File: src/rtl/digit_stroke_pkg.sv
// Shared types and tables for the seven-segment stroke drawer.
// Build option: define DIGIT_STROKE_HEX_EN to add glyphs A,b,C,d,E,F for codes 10-15.
package digit_stroke_pkg;

  typedef enum logic [1:0] {
    IDLE = 2'd0,
    DRAW = 2'd1,
    FIN  = 2'd2
  } drawState_t;

  localparam int unsigned NUM_SEGS = 7;

  localparam logic [2:0] SEG_A = 3'd0;
  localparam logic [2:0] SEG_B = 3'd1;
  localparam logic [2:0] SEG_C = 3'd2;
  localparam logic [2:0] SEG_D = 3'd3;
  localparam logic [2:0] SEG_E = 3'd4;
  localparam logic [2:0] SEG_F = 3'd5;
  localparam logic [2:0] SEG_G = 3'd6;

  // Origin expressed as multiples of the segment length L.
  typedef struct packed {
    logic [1:0] mulX;
    logic [1:0] mulY;
    logic       horiz;
  } segGeom_t;

  function automatic segGeom_t segGeom(input logic [2:0] seg);
    segGeom_t g;
    g = '{mulX: 2'd0, mulY: 2'd0, horiz: 1'b1};
    case (seg)
      SEG_A: g = '{mulX: 2'd0, mulY: 2'd0, horiz: 1'b1};
      SEG_B: g = '{mulX: 2'd1, mulY: 2'd0, horiz: 1'b0};
      SEG_C: g = '{mulX: 2'd1, mulY: 2'd1, horiz: 1'b0};
      SEG_D: g = '{mulX: 2'd0, mulY: 2'd2, horiz: 1'b1};
      SEG_E: g = '{mulX: 2'd0, mulY: 2'd1, horiz: 1'b0};
      SEG_F: g = '{mulX: 2'd0, mulY: 2'd0, horiz: 1'b0};
      SEG_G: g = '{mulX: 2'd0, mulY: 2'd1, horiz: 1'b1};
      default: g = '{mulX: 2'd0, mulY: 2'd0, horiz: 1'b1};
    endcase
    return g;
  endfunction

  // Bit n enables segment n (bit 0 = a ... bit 6 = g).
  function automatic logic [6:0] segMask(input logic [3:0] code);
    logic [6:0] m;
    m = '0;
    case (code)
      4'd0: m = 7'h3F;
      4'd1: m = 7'h06;
      4'd2: m = 7'h5B;
      4'd3: m = 7'h4F;
      4'd4: m = 7'h66;
      4'd5: m = 7'h6D;
      4'd6: m = 7'h7D;
      4'd7: m = 7'h07;
      4'd8: m = 7'h7F;
      4'd9: m = 7'h6F;
`ifdef DIGIT_STROKE_HEX_EN
      4'd10: m = 7'h77;
      4'd11: m = 7'h7C;
      4'd12: m = 7'h39;
      4'd13: m = 7'h5E;
      4'd14: m = 7'h79;
      4'd15: m = 7'h71;
`else
      default: m = '0;
`endif
    endcase
    return m;
  endfunction

  // Lowest set bit wins, which yields the a..g drawing order.
  function automatic logic [2:0] firstSeg(input logic [6:0] mask);
    logic [2:0] seg;
    logic       found;
    seg   = SEG_A;
    found = 1'b0;
    for (int unsigned i = 0; i < NUM_SEGS; i++) begin
      if (!found && mask[i]) begin
        seg   = 3'(i);
        found = 1'b1;
      end
    end
    return seg;
  endfunction

endpackage

File: src/rtl/stroke_stepper.sv
// Step counter 0..SEG_LEN along one segment; advances only on an accepted pixel.
module stroke_stepper #(
  parameter int unsigned SEG_LEN = 6
) (
  input  logic       clk,
  input  logic       resetn,
  input  logic       clear,
  input  logic       advance,
  output logic [3:0] step,
  output logic       last
);

  localparam logic [3:0] LAST_STEP = 4'(SEG_LEN);

  assign last = (step == LAST_STEP);

  always_ff @(posedge clk or negedge resetn) begin
    if (!resetn) begin
      step <= '0;
    end else if (clear) begin
      step <= '0;
    end else if (advance) begin
      step <= last ? '0 : step + 4'd1;
    end
  end

endmodule

File: src/rtl/digit_stroke_drawer.sv
// Draws one seven-segment glyph as a stream of pixel coordinates over a valid/ready link.
// Build option: DIGIT_STROKE_HEX_EN enables hex glyphs for codes 10-15.
module digit_stroke_drawer #(
  parameter int unsigned X_W     = 8,
  parameter int unsigned Y_W     = 7,
  parameter int unsigned SEG_LEN = 6
) (
  input  logic           clk,
  input  logic           resetn,
  input  logic           start,
  input  logic [3:0]     digit,
  input  logic [X_W-1:0] x_base,
  input  logic [Y_W-1:0] y_base,
  output logic           busy,
  output logic           pix_valid,
  input  logic           pix_ready,
  output logic [X_W-1:0] x_out,
  output logic [Y_W-1:0] y_out,
  output logic           done
);

  import digit_stroke_pkg::*;

  localparam logic [X_W-1:0] LEN_X = X_W'(SEG_LEN);
  localparam logic [Y_W-1:0] LEN_Y = Y_W'(SEG_LEN);

  drawState_t     state;
  drawState_t     stateNext;
  logic [6:0]     remMask;
  logic [6:0]     remNext;
  logic [6:0]     capMask;
  logic [2:0]     curSeg;
  logic [X_W-1:0] xBaseQ;
  logic [Y_W-1:0] yBaseQ;
  logic [3:0]     step;
  logic           last;
  logic           segDone;
  segGeom_t       geom;
  logic [X_W-1:0] offX;
  logic [Y_W-1:0] offY;

  always_comb begin
    stateNext = state;
    capMask   = segMask(digit);
    segDone   = (state == DRAW) && pix_ready && last;
    remNext   = remMask & ~(7'b1 << curSeg);
    case (state)
      IDLE: if (start) stateNext = (capMask != '0) ? DRAW : FIN;
      DRAW: if (segDone && (remNext == '0)) stateNext = FIN;
      FIN:  stateNext = IDLE;
      default: stateNext = IDLE;
    endcase
  end

  always_ff @(posedge clk or negedge resetn) begin
    if (!resetn) begin
      state <= IDLE;
    end else begin
      state <= stateNext;
    end
  end

  // The next segment is chosen on the same edge the current one finishes,
  // so disabled segments cost no cycles.
  always_ff @(posedge clk or negedge resetn) begin
    if (!resetn) begin
      remMask <= '0;
      curSeg  <= SEG_A;
      xBaseQ  <= '0;
      yBaseQ  <= '0;
    end else if ((state == IDLE) && start) begin
      remMask <= capMask;
      curSeg  <= firstSeg(capMask);
      xBaseQ  <= x_base;
      yBaseQ  <= y_base;
    end else if (segDone) begin
      remMask <= remNext;
      curSeg  <= firstSeg(remNext);
    end
  end

  stroke_stepper #(
    .SEG_LEN (SEG_LEN)
  ) u_stepper (
    .clk     (clk),
    .resetn  (resetn),
    .clear   (state != DRAW),
    .advance ((state == DRAW) && pix_ready),
    .step    (step),
    .last    (last)
  );

  always_comb begin
    geom = segGeom(curSeg);
    case (geom.mulX)
      2'd0:    offX = '0;
      2'd1:    offX = LEN_X;
      default: offX = LEN_X + LEN_X;
    endcase
    case (geom.mulY)
      2'd0:    offY = '0;
      2'd1:    offY = LEN_Y;
      default: offY = LEN_Y + LEN_Y;
    endcase
    x_out = xBaseQ + offX + (geom.horiz ? X_W'(step) : '0);
    y_out = yBaseQ + offY + (geom.horiz ? '0 : Y_W'(step));
  end

  assign busy      = (state == DRAW);
  assign pix_valid = (state == DRAW);
  assign done      = (state == FIN);

endmodule
File: config.mk
export PLATFORM = sky130hd
export DESIGN_NAME = digit_stroke_drawer
export DESIGN_NICKNAME = d
export VERILOG_FILES = /design/src/rtl/digit_stroke_pkg.sv /design/src/rtl/stroke_stepper.sv /design/src/rtl/digit_stroke_drawer.sv
export SDC_FILE = /design/constraint.sdc
export NUM_CORES = 1
export LEC_CHECK = 0
export CAP_MARGIN = 40
export CORE_ASPECT_RATIO = 0.75
export CORE_MARGIN = 5
export CORE_UTILIZATION = 53
export DETAILED_ROUTE_END_ITERATION = 16
export PLACE_DENSITY = 0.8
export SYNTH_ARGS = -nofsm -noshare
export SYNTH_HDL_FRONTEND = slang
export SYNTH_SLANG_ARGS = --single-unit
File: constraint.sdc
create_clock -name clk -period 4 [get_ports clk]
set_input_delay 0.6 -clock clk [delete_from_list [all_inputs] [get_ports clk]]
set_output_delay 0.6 -clock clk [all_outputs]
set_load 0.05 [all_outputs]
Word-level counts from Yosys, hierarchy flattened
Memory sizes are Yosys's and may differ from the RTL's.
Cells that the tools add are included.
{"block": "totals", "out_inout_bits": 18, "ff_bits": 31, "mem_count": 1, "mem_bits_ro": 112, "elab_cells": 123, "inputBits": 23}
{"name": "(name not given)", "words": 16, "word_bits": 7, "read_ports": 1, "rd_clocked_by_memory_dff": 0, "wr": 0, "line_no": "digit_stroke_pkg.sv:48", "text": "case (code)"}
{"block": "classes", "add_sub_neg": 5, "mux": 58, "n_shift": 1, "n_bitwise": 2, "n_eq_ne": 14, "reduce_logical": 36}
{"operator": "$mux 3", "n": 12}
{"operator": "$mux 1", "n": 32}
{"operator": "$pmux 4 s6", "n": 1}
{"operator": "$mux 4", "n": 5}
{"operator": "$logic_and 1x1->1", "n": 16}
{"operator": "$pmux 4 s2", "n": 2}
{"operator": "$mux 7", "n": 2}
{"operator": "$logic_not 1->1", "n": 12}
{"operator": "$eq 3x3->1 const B", "n": 3}
{"operator": "$add 8x4->8", "n": 1}
{"operator": "$add 8x8->8", "n": 1}
{"operator": "$add 7x4->7", "n": 1}
{"operator": "$add 7x7->7", "n": 1}
{"operator": "$and 7x7->7", "n": 1}
{"operator": "$logic_not 7->1", "n": 1}
{"operator": "$not 7->7", "n": 1}
{"operator": "$reduce_bool 7->1", "n": 1}
{"operator": "$shl 1x3->7 const A", "n": 1}
{"operator": "$eq 2x1->1 const B", "n": 3}
{"operator": "$eq 3x2->1 const B", "n": 2}
{"operator": "$logic_not 2->1", "n": 3}
{"operator": "$mux 2", "n": 3}
{"operator": "$add 4x1->4 const B", "n": 1}
{"operator": "$eq 4x3->1 const B", "n": 1}
{"operator": "7 further kinds", "n": 9}

Depth between registers and ports, before layout
Gate-level depths: netlist of run 1.
{"block": "logic_depth", "word_depth": 36, "mapped_depth": 14, "mapped_depth_nobuf": 12}

Modules after synthesis
Synthesis of run 1 repeated with hierarchy kept, for this count alone.
{"block": "hier_totals", "cells_unflattened": 276, "hier_area_um2": 2351.0}
{"module": "digit_stroke_drawer", "seq_area_each_um2": 675.6, "area_each_um2": 2132.0, "cells_per_inst": 253, "instances": 1}
{"module": "stroke_stepper", "seq_area_each_um2": 100.1, "area_each_um2": 219.0, "cells_per_inst": 23, "instances": 1}

Worst setup path after synthesis of run 1
No wires, ideal clock.
{"block": "synth_path", "kind": "register -> output", "startpoint": "register curSeg[0]", "endpoint": "output x_out[7]", "path_buffers": 2, "path_stages_with_launch": 15, "t_required_ns": 3.400, "arrival_ns": 3.440, "slack_ns": -0.040, "path_cell_list": "dfrtp_1 buf_2 buf_2 nor2_1 xnor2_1 nor2b_1 fa_1 ha_1 inv_1 fa_1 nor2b_1 o21ai_0 nand2b_1 nand3_1 xnor2_1"}
{"block": "synth_between", "elab_chain_cells": 6, "word_cells_on_any_way": 13, "classes_between": "add/sub: 2; eq/ne: 7; mux: 3; reduce/logical: 1"}
{"item": "start: declaration", "line_no": "digit_stroke_drawer.sv:32", "text": "logic [2:0] curSeg;"}
{"item": "start signal: assignment", "line_no": "digit_stroke_drawer.sv:73", "text": "curSeg <= firstSeg(capMask);"}
{"item": "start signal: assignment", "line_no": "digit_stroke_drawer.sv:78", "text": "curSeg <= firstSeg(remNext);"}
{"item": "$eq 3x3->1, or another cell as far along", "line_no": "digit_stroke_pkg.sv:31", "text": "case (seg)"}
{"item": "$pmux 4 s6 *", "line_no": "digit_stroke_pkg.sv:31"}
{"item": "$eq 2x1->1 / $logic_not 2->1 (equally long branches)", "line_no": "digit_stroke_drawer.sv:95", "text": "case (geom.mulX)"}
{"item": "$pmux 4 s2", "line_no": "digit_stroke_drawer.sv:95"}
{"item": "$add 8x8->8", "line_no": "digit_stroke_drawer.sv:105", "text": "x_out = xBaseQ + offX + (geom.horiz ? X_W'(step) : '0);"}
{"item": "$add 8x4->8 *", "line_no": "digit_stroke_drawer.sv:105"}
{"item": "end: declaration", "line_no": "digit_stroke_drawer.sv:17", "text": "output logic [X_W-1:0] x_out,"}
Every way passes the cells marked *; elsewhere a longest branch is shown, timed or not.

Final worst setup path of run 1
{"block": "layout_path", "startpoint": "register curSeg[1]", "endpoint": "output y_out[6]"}
{"block": "layout_between", "elab_chain_cells": 6, "word_cells_on_any_way": 13, "classes_between": "add/sub: 2; eq/ne: 7; mux: 3; reduce/logical: 1"}
{"item": "$eq 3x3->1, or another cell as far along", "line_no": "digit_stroke_pkg.sv:31"}
{"item": "$pmux 4 s6 *", "line_no": "digit_stroke_pkg.sv:31"}
{"item": "$eq 2x1->1 / $logic_not 2->1 (equally long branches)", "line_no": "digit_stroke_drawer.sv:100", "text": "case (geom.mulY)"}
{"item": "$pmux 4 s2", "line_no": "digit_stroke_drawer.sv:100"}
{"item": "$add 7x7->7", "line_no": "digit_stroke_drawer.sv:106", "text": "y_out = yBaseQ + offY + (geom.horiz ? '0 : Y_W'(step));"}
{"item": "$add 7x4->7 *", "line_no": "digit_stroke_drawer.sv:106"}
{"item": "end: declaration", "line_no": "digit_stroke_drawer.sv:18", "text": "output logic [Y_W-1:0] y_out,"}
Marks and branches as above.

==> results of run 1 <==
-- state kept, by name (all words and copies together), names as in the netlist --
signal          cells
u_stepper.step      4
xBaseQ              8
curSeg              3
remMask             7
yBaseQ              7
state               2
-- repair_timing --
action	CTS	global route
setup endpoints to repair	2	4
gates resized for setup	2	8
buffers inserted	0	6
pin swaps	0	1
-- cells by family after synthesis --
group | count (synthesis) | synth area share (%)
adder cells (fa/ha/maj) | 26 | 16.0
AO/OA/AOI/OAI | 63 | 15.6
multiplexers | 6 | 2.59
flip-flops | 31 | 32.8
AND/OR/NAND/NOR | 107 | 22.3
buffers and inverters | 37 | 6.30
XOR/XNOR | 12 | 4.45
-- path summary, 6_finish.rpt --
check,from,to,cells past startpoint
setup reg to reg,curSeg[1],curSeg[2],7
setup / recovery,curSeg[1],y_out[6],12
min in group asynchronous,resetn,u_stepper.step[0],2
hold reg to reg,xBaseQ[0],xBaseQ[0],2
hold / removal,xBaseQ[0],xBaseQ[0],2
max in group asynchronous,resetn,curSeg[1],2
-- layer usage --
metal  up-vias  GRT usage (%)
met4         0           6.70
met3         8           3.49
met5         -              0
met1       973           26.3
li1       1039              -
met2        58           33.7
-- synthesized netlist by cell type --
cell	count
fa_1	7
clkinv_1	1
ha_1	19
nor3b_2	1
o21ai_0	21
o32ai_1	1
xnor2_1	10
o211ai_1	1
nand3_1	1
a32oi_1	2
o221ai_1	1
nand2b_4	1
a21oi_1	23
or2b_1	1
nor3_1	3
and3_1	2
o311ai_0	2
a31oi_1	5
nor2b_1	9
nand3b_1	2
buf_4	2
and2_1	3
dfrtp_1	31
nand2_1	54
and2b_1	1
xor2_1	2
nand2b_1	4
mux2i_1	5
mux2_2	1
and3b_4	1
or4_1	1
a21boi_0	1
nor2_1	17
nand4_1	1
a32o_1	1
buf_2	2
or3_1	3
inv_1	25
nand3_4	1
a21o_1	4
clkbuf_1	7
o311ai_1	1
nor4b_1	1
-- through the flow --
stage / TNS (ns) / util (%) / instances
2_1_floorplan: 0 / - / 282
3_3_place_gp: 0 / 66.1 / 371
3_5_place_dp: 0 / 66.1 / 371
4_1_cts: 0 / 68.5 / 379
5_1_grt: -0.00714 / 70.3 / 385
6_report: 0 / 70.3 / 385
-- area by class of cell --
cell class                 count  area share (%)
clock buffer                   8            3.24
inverter                      26            3.16
multi-input combinational    214            48.1
sequential                    31            25.2
tap                           57            2.31
timing repair buffer          49            18.0
-- layout by cell type (no fill, tap or decap), types with 3 or more instances in the layout --
cell | Yosys | final
a21o_1 | 4 | 4
a21oi_1 | 23 | 22
a31oi_1 | 5 | 5
and2_1 | 3 | 3
buf_12 | 0 | 9
buf_4 | 2 | 9
clkbuf_8 | 0 | 7
clkdlybuf4s50_1 | 0 | 29
dfrtp_1 | 31 | 29
fa_1 | 7 | 6
ha_1 | 19 | 19
inv_1 | 25 | 25
mux2i_1 | 5 | 5
nand2_1 | 54 | 54
nand2b_1 | 4 | 4
nor2_1 | 17 | 16
nor2b_1 | 9 | 9
nor3_1 | 3 | 3
o21ai_0 | 21 | 21
or3_1 | 3 | 3
xnor2_1 | 10 | 8
-- worst reg2reg max path: cells and delay by family, from the launching register on --
family | cells | cell delay, ns
and+or+nand+nor | 2 | 0.60
DFF | 1 | 0.48
buffers and inverters | 3 | 0.47
AOI/OAI and AO/OA | 2 | 0.25
==> impl_results.md, run 1 <==
* Status: completed
* Hold WS at 0.487 ns
* Initial DRC count at 122
* Starting Density at 53.9%
* GP Congestion at 0.871
* Most frequent CP cell: nor2b_1
* CTS tree: done
* H-tree depth at 2
* Final Hold Vio Count at 0
* Seq/Total Area, Yosys at 32.8%
* Initial antenna violation count at 0
* Mapped cell area at 2360 sq um
* CP bufs+invs at 2
* Cells after Synth at 282
* Via/cell ratio at 5.40
* Crit end category: output pin
* Worst slew pin tran at 0.687 ns
* Final setup margin at 0.163 ns
* Fill count at 333
* Die height at 67.8 um
* Met2 WL at 2.55 mm
* Worst-path clk slew at 0.06 ns
* Proportion of layout cells with a drive suffix above 1 at 12.2%
* Root Buffer: clkbuf_8
* Slew HR at 54.1%
* Max_cap viols at 0
* Critical Path Max Stage Delay at 0.56 ns
* #FFs+latches synth at 31
* Clock Latency Late Sink at 0.28 ns
* Drt first pass iters at 4
* Average size of a mapped cell at 8.38 sq um
* P&R area growth vs syn at 30.5%
* IO Count at 41
* Synth area leaders: dfrtp_1 (33%), ha_1 (10%), nand2_1 (8.6%)
* Post-DP HPWL at 4.04 mm
* Area of the multi-input gates at 1480 sq um
* N_diodes at 0
* Critical Path AT at 3.24 ns
* Row count at 21
* Final worst path period share at 95.9%
* Startpoint types: flop
* CP max FO at 6
* Total grt overflow at 0
* Clock tree buffer depth at 2
* Drc violations at 0
* DP Area at 2900 sq um
* Flop2flop setup slack at 2.12 ns
* Period minus WS final at 3.84 ns
* Via count at 2078
* Avg WL per Cell at 14.1 um
* Total routed wirelength at 5.43 mm
* # port buffers at 40
* Syn Nets at 331
* GRT Resource Usage Total at 20.0%
* Register area at 778 sq um
* Critical-path cell list: nor2b_1 -> and2_1 -> nor2b_1 -> fa_1 -> inv_1 -> ha_1 -> a21o_1 -> a21oi_1 -> nor2b_1 -> o21ai_0 -> xnor2_1 -> buf_12
* Synth unique cells at 43
* Synth top area share at 32.8%
* Hold buffer count at cts at 0
* Die ar. at 5910 sq um
* Met3 WL post-DR at 377 um
* Largest net degree at the start of global routing at 32
* Post-Layout Inst Area at 3090 sq um
* Final net count at 376
* Peak Freq at 0.261 GHz
* Global-route wire length before repair at 9.14 mm
* # setup viols final at 0
* YS warnings at 0
* WL met1 at 2.42 mm
* CP required at 3.40 ns
* Top Metal Used: met4
* DP Worst Slack at 0.254 ns
* Worst path slowest cell: fa_1
* Clock sink count at 31
* Total CTS buffers at 5
* Vias in the first global route at 2035
* Area leader, netlist: dfrtp_1
* Core area at 4390 sq um
* Clock Skew at 0.00560 ns
* Cell family with most CP delay: adder cells
* Routed Antenna Nets at 0
* Crit path kind: reg2out
* Fin. max-slew vios at 0
* Die width at 87.1 um
* Worst Hold Class: reg2reg
Power of run 1 is left out: the tool's default activity adds up to more than one toggle a clock period on the data nets, which glitch-free logic cannot reach.
==> run 2: changes to the inputs <==
--- a/config.mk
+++ b/config.mk
@@ -7,7 +7,7 @@
 export LEC_CHECK = 0
 export CAP_MARGIN = 40
 export CORE_ASPECT_RATIO = 0.75
-export CORE_MARGIN = 5
+export CORE_MARGIN = 2
 export CORE_UTILIZATION = 53
 export DETAILED_ROUTE_END_ITERATION = 16
 export PLACE_DENSITY = 0.8
==> run 2 against run 1 <==
Critical path depth grew 2. Cell area shrank 0.61%. Wire length grew 3.2%. Setup slack better by 0.0023 ns. Clock skew fell by 0.0020 ns. Non-clock buffer count is 1 lower. Utilization rose by 3.5 points. Die area decreased by 15%. Worst hold slack worse by 0.0021 ns. Highest routed layer unchanged.
==> impl_results.md, run 2 (synthesis results as in run 1) <==
* Total routed wirelength at 5.60 mm (+3.2%)
* Starting Density at 56.9% (+3.0 points)
* Global-route wire length before repair at 9.05 mm (-1.1%)
* Initial antenna violation count at 0 (unchanged)
* Flop2flop setup slack at 2.07 ns (-0.05 ns)
* Via count at 2072 (-0.29%)
* CP max FO at 14 (+8)
* Fin. max-slew vios at 0 (unchanged)
* Die ar. at 5020 sq um (-15%)
* Critical-path cell list: buf_4 -> xor2_1 -> nand2b_1 -> inv_1 -> fa_1 -> ha_1 -> inv_1 -> fa_1 -> nor2b_1 -> o21ai_0 -> nand2b_1 -> nand3_1 -> xnor2_2 -> buf_12
* Routed Antenna Nets at 0 (unchanged)
* # port buffers at 40 (unchanged)
* Die height at 61.8 um (-8.8%)
* Placed Cells at 370 (-0.27%)
* CTS tree: done
* Clock tree buffer depth at 2 (unchanged)
* Crit end category: output pin
* Critical R2R Capture: remMask[2]
* Critical Path AT at 3.23 ns (about the same)
* Worst hold stages at 2 (unchanged)
* Crit path kind: reg2out
* Total CTS buffers at 5 (unchanged)
* GRT Resource Usage Total at 24.3% (+4.3 points)
* Biggest regs: xBaseQ x8, remMask x7, yBaseQ x7
* Period minus WS final at 3.83 ns (-0.00229 ns)
* GP Congestion at 0.917 (+5.3%)
* Setup TNS at 0 ns (unchanged)
* Status: completed
* R2R depth at 7 (unchanged)
* N_diodes at 0 (unchanged)
* Clock Latency Late Sink at 0.28 ns (about the same)
* Worst path slowest cell: fa_1
* Drt first pass iters at 4 (unchanged)
* P&R area growth vs syn at 29.8%
* Peak Freq at 0.261 GHz (about the same)
* Clock sink count at 31 (unchanged)
* Core area at 4150 sq um (-5.3%)
* Hold Path Origin: xBaseQ[4]
* Slew HR at 53.6% (-0.44 points)
* Proportion of layout cells with a drive suffix above 1 at 11.6% (-0.57 points)
* Clock Skew at 0.00364 ns (-0.00196 ns)
* Hold WS at 0.485 ns (-0.00206 ns)
* # setup viols final at 0 (unchanged)
* Cell family with most CP delay: adder cells
* Critical Path Max Stage Delay at 0.52 ns (-0.04 ns)
* Vias in the first global route at 1929 (-5.2%)
* Final Hold Vio Count at 0 (unchanged)
* Register with the most flip-flops: xBaseQ
* WHS Endpoint: xBaseQ[4]
* Initial DRC count at 158 (+30%)
* IO Count at 41 (unchanged)
* Max_cap viols at 0 (unchanged)
* Commonest non-fill, non-tap cell in the layout: nand2_1
* Die width at 81.1 um (-6.9%)
* Worst flop-to-flop path startpoint: u_stepper.step[0]
* CP bufs+invs at 4 (+2)
* Hold buffer count at cts at 0 (unchanged)
* Worst Hold Class: reg2reg
* Filler-free cell count of the finished design at 382 (-0.78%)
* Drc violations at 0 (unchanged)
* Root Buffer: clkbuf_8
* Most frequent cells in the layout: nand2_1 (54), dfrtp_1 (29), clkdlybuf4s50_1 (29)
* Total grt overflow at 0 (unchanged)
* Final net count at 375 (-0.27%)
* Worst-path clk slew at 0.07 ns (about the same)
* Avg WL per Cell at 14.7 um (+4.0%)
* CP required at 3.40 ns (about the same)
* Row count at 20 (-4.8%)
* Post-DP HPWL at 4.07 mm (+0.76%)
* H-tree depth at 2 (unchanged)
* RSZ-0062 raised after global routing: false
* Final worst path period share at 95.9% (about the same)
* Max FFs per register at 8 (unchanged)
* Startpoint types: flop
* Via/cell ratio at 5.42 (+0.49%)
* Largest net degree at the start of global routing at 32 (unchanged)
* Worst slew pin tran at 0.694 ns (+0.00651 ns)
-- run 2: cell count changes in the layout (fill, tap and decap cells not counted), sizes merged --
cell	before	now
clkinv	1	2
clkbuf	9	7
-- run 2: tightest hold or removal path, stage by stage, from the launching register on --
cell,delay (ns)
dfrtp_1,0.35
nand2_1,0.05
nand2_1,0.05
-- run 2: metrics by stage --
step | setup slack, ns | util (%) | cell area [sq um]
6_report | 0.166 | 73.8 | 3070
4_1_cts | 0.0194 | 72.4 | 3010
3_5_place_dp | 0.264 | 70.2 | 2920
3_3_place_gp | 0.351 | 70.2 | 2920
5_1_grt | 0.00814 | 73.8 | 3070
2_1_floorplan | 0.103 | - | 2370
-- run 2: what timing repair did --
action                                  in CTS  in global routing
pin swaps                                    0                  1
gates resized for setup                      3                  7
hold endpoints to repair                     0                  0
setup buffers                                0                  4
endpoints found under the setup margin       3                  5
-- run 2: worst max path at each step --
| stage | from | cells past startpoint | end |
|---|---|---|---|
| 6_report | curSeg[0] | 14 | x_out[7] |
| 3_3_place_gp | curSeg[2] | 12 | y_out[6] |
| 4_1_cts | curSeg[2] | 12 | x_out[6] |
| 2_1_floorplan | curSeg[0] | 14 | y_out[5] |
| 3_5_place_dp | curSeg[2] | 12 | x_out[6] |
| 5_1_grt | curSeg[0] | 14 | x_out[7] |
-- run 2: layout make-up --
| class | instances | area [sq um] |
|---|---|---|
| clock buffer | 7 | 76.3 |
| clock inverter | 1 | 5.00 |
| fill | 322 | 1090 |
| inverter | 26 | 97.6 |
| multi-input combinational | 214 | 1480 |
| sequential | 31 | 778 |
| tap | 55 | 68.8 |
| timing repair buffer | 48 | 558 |
-- run 2: metal layers --
metal  track usage, %  up-vias  wire (um)
met5                0        -          0
met4             6.54        0         91
met3             4.34       12        315
met2             36.5       61       2490
met1             36.5      964       2700
li1                 -     1035          -
Power of run 2 is left out for the same reason.
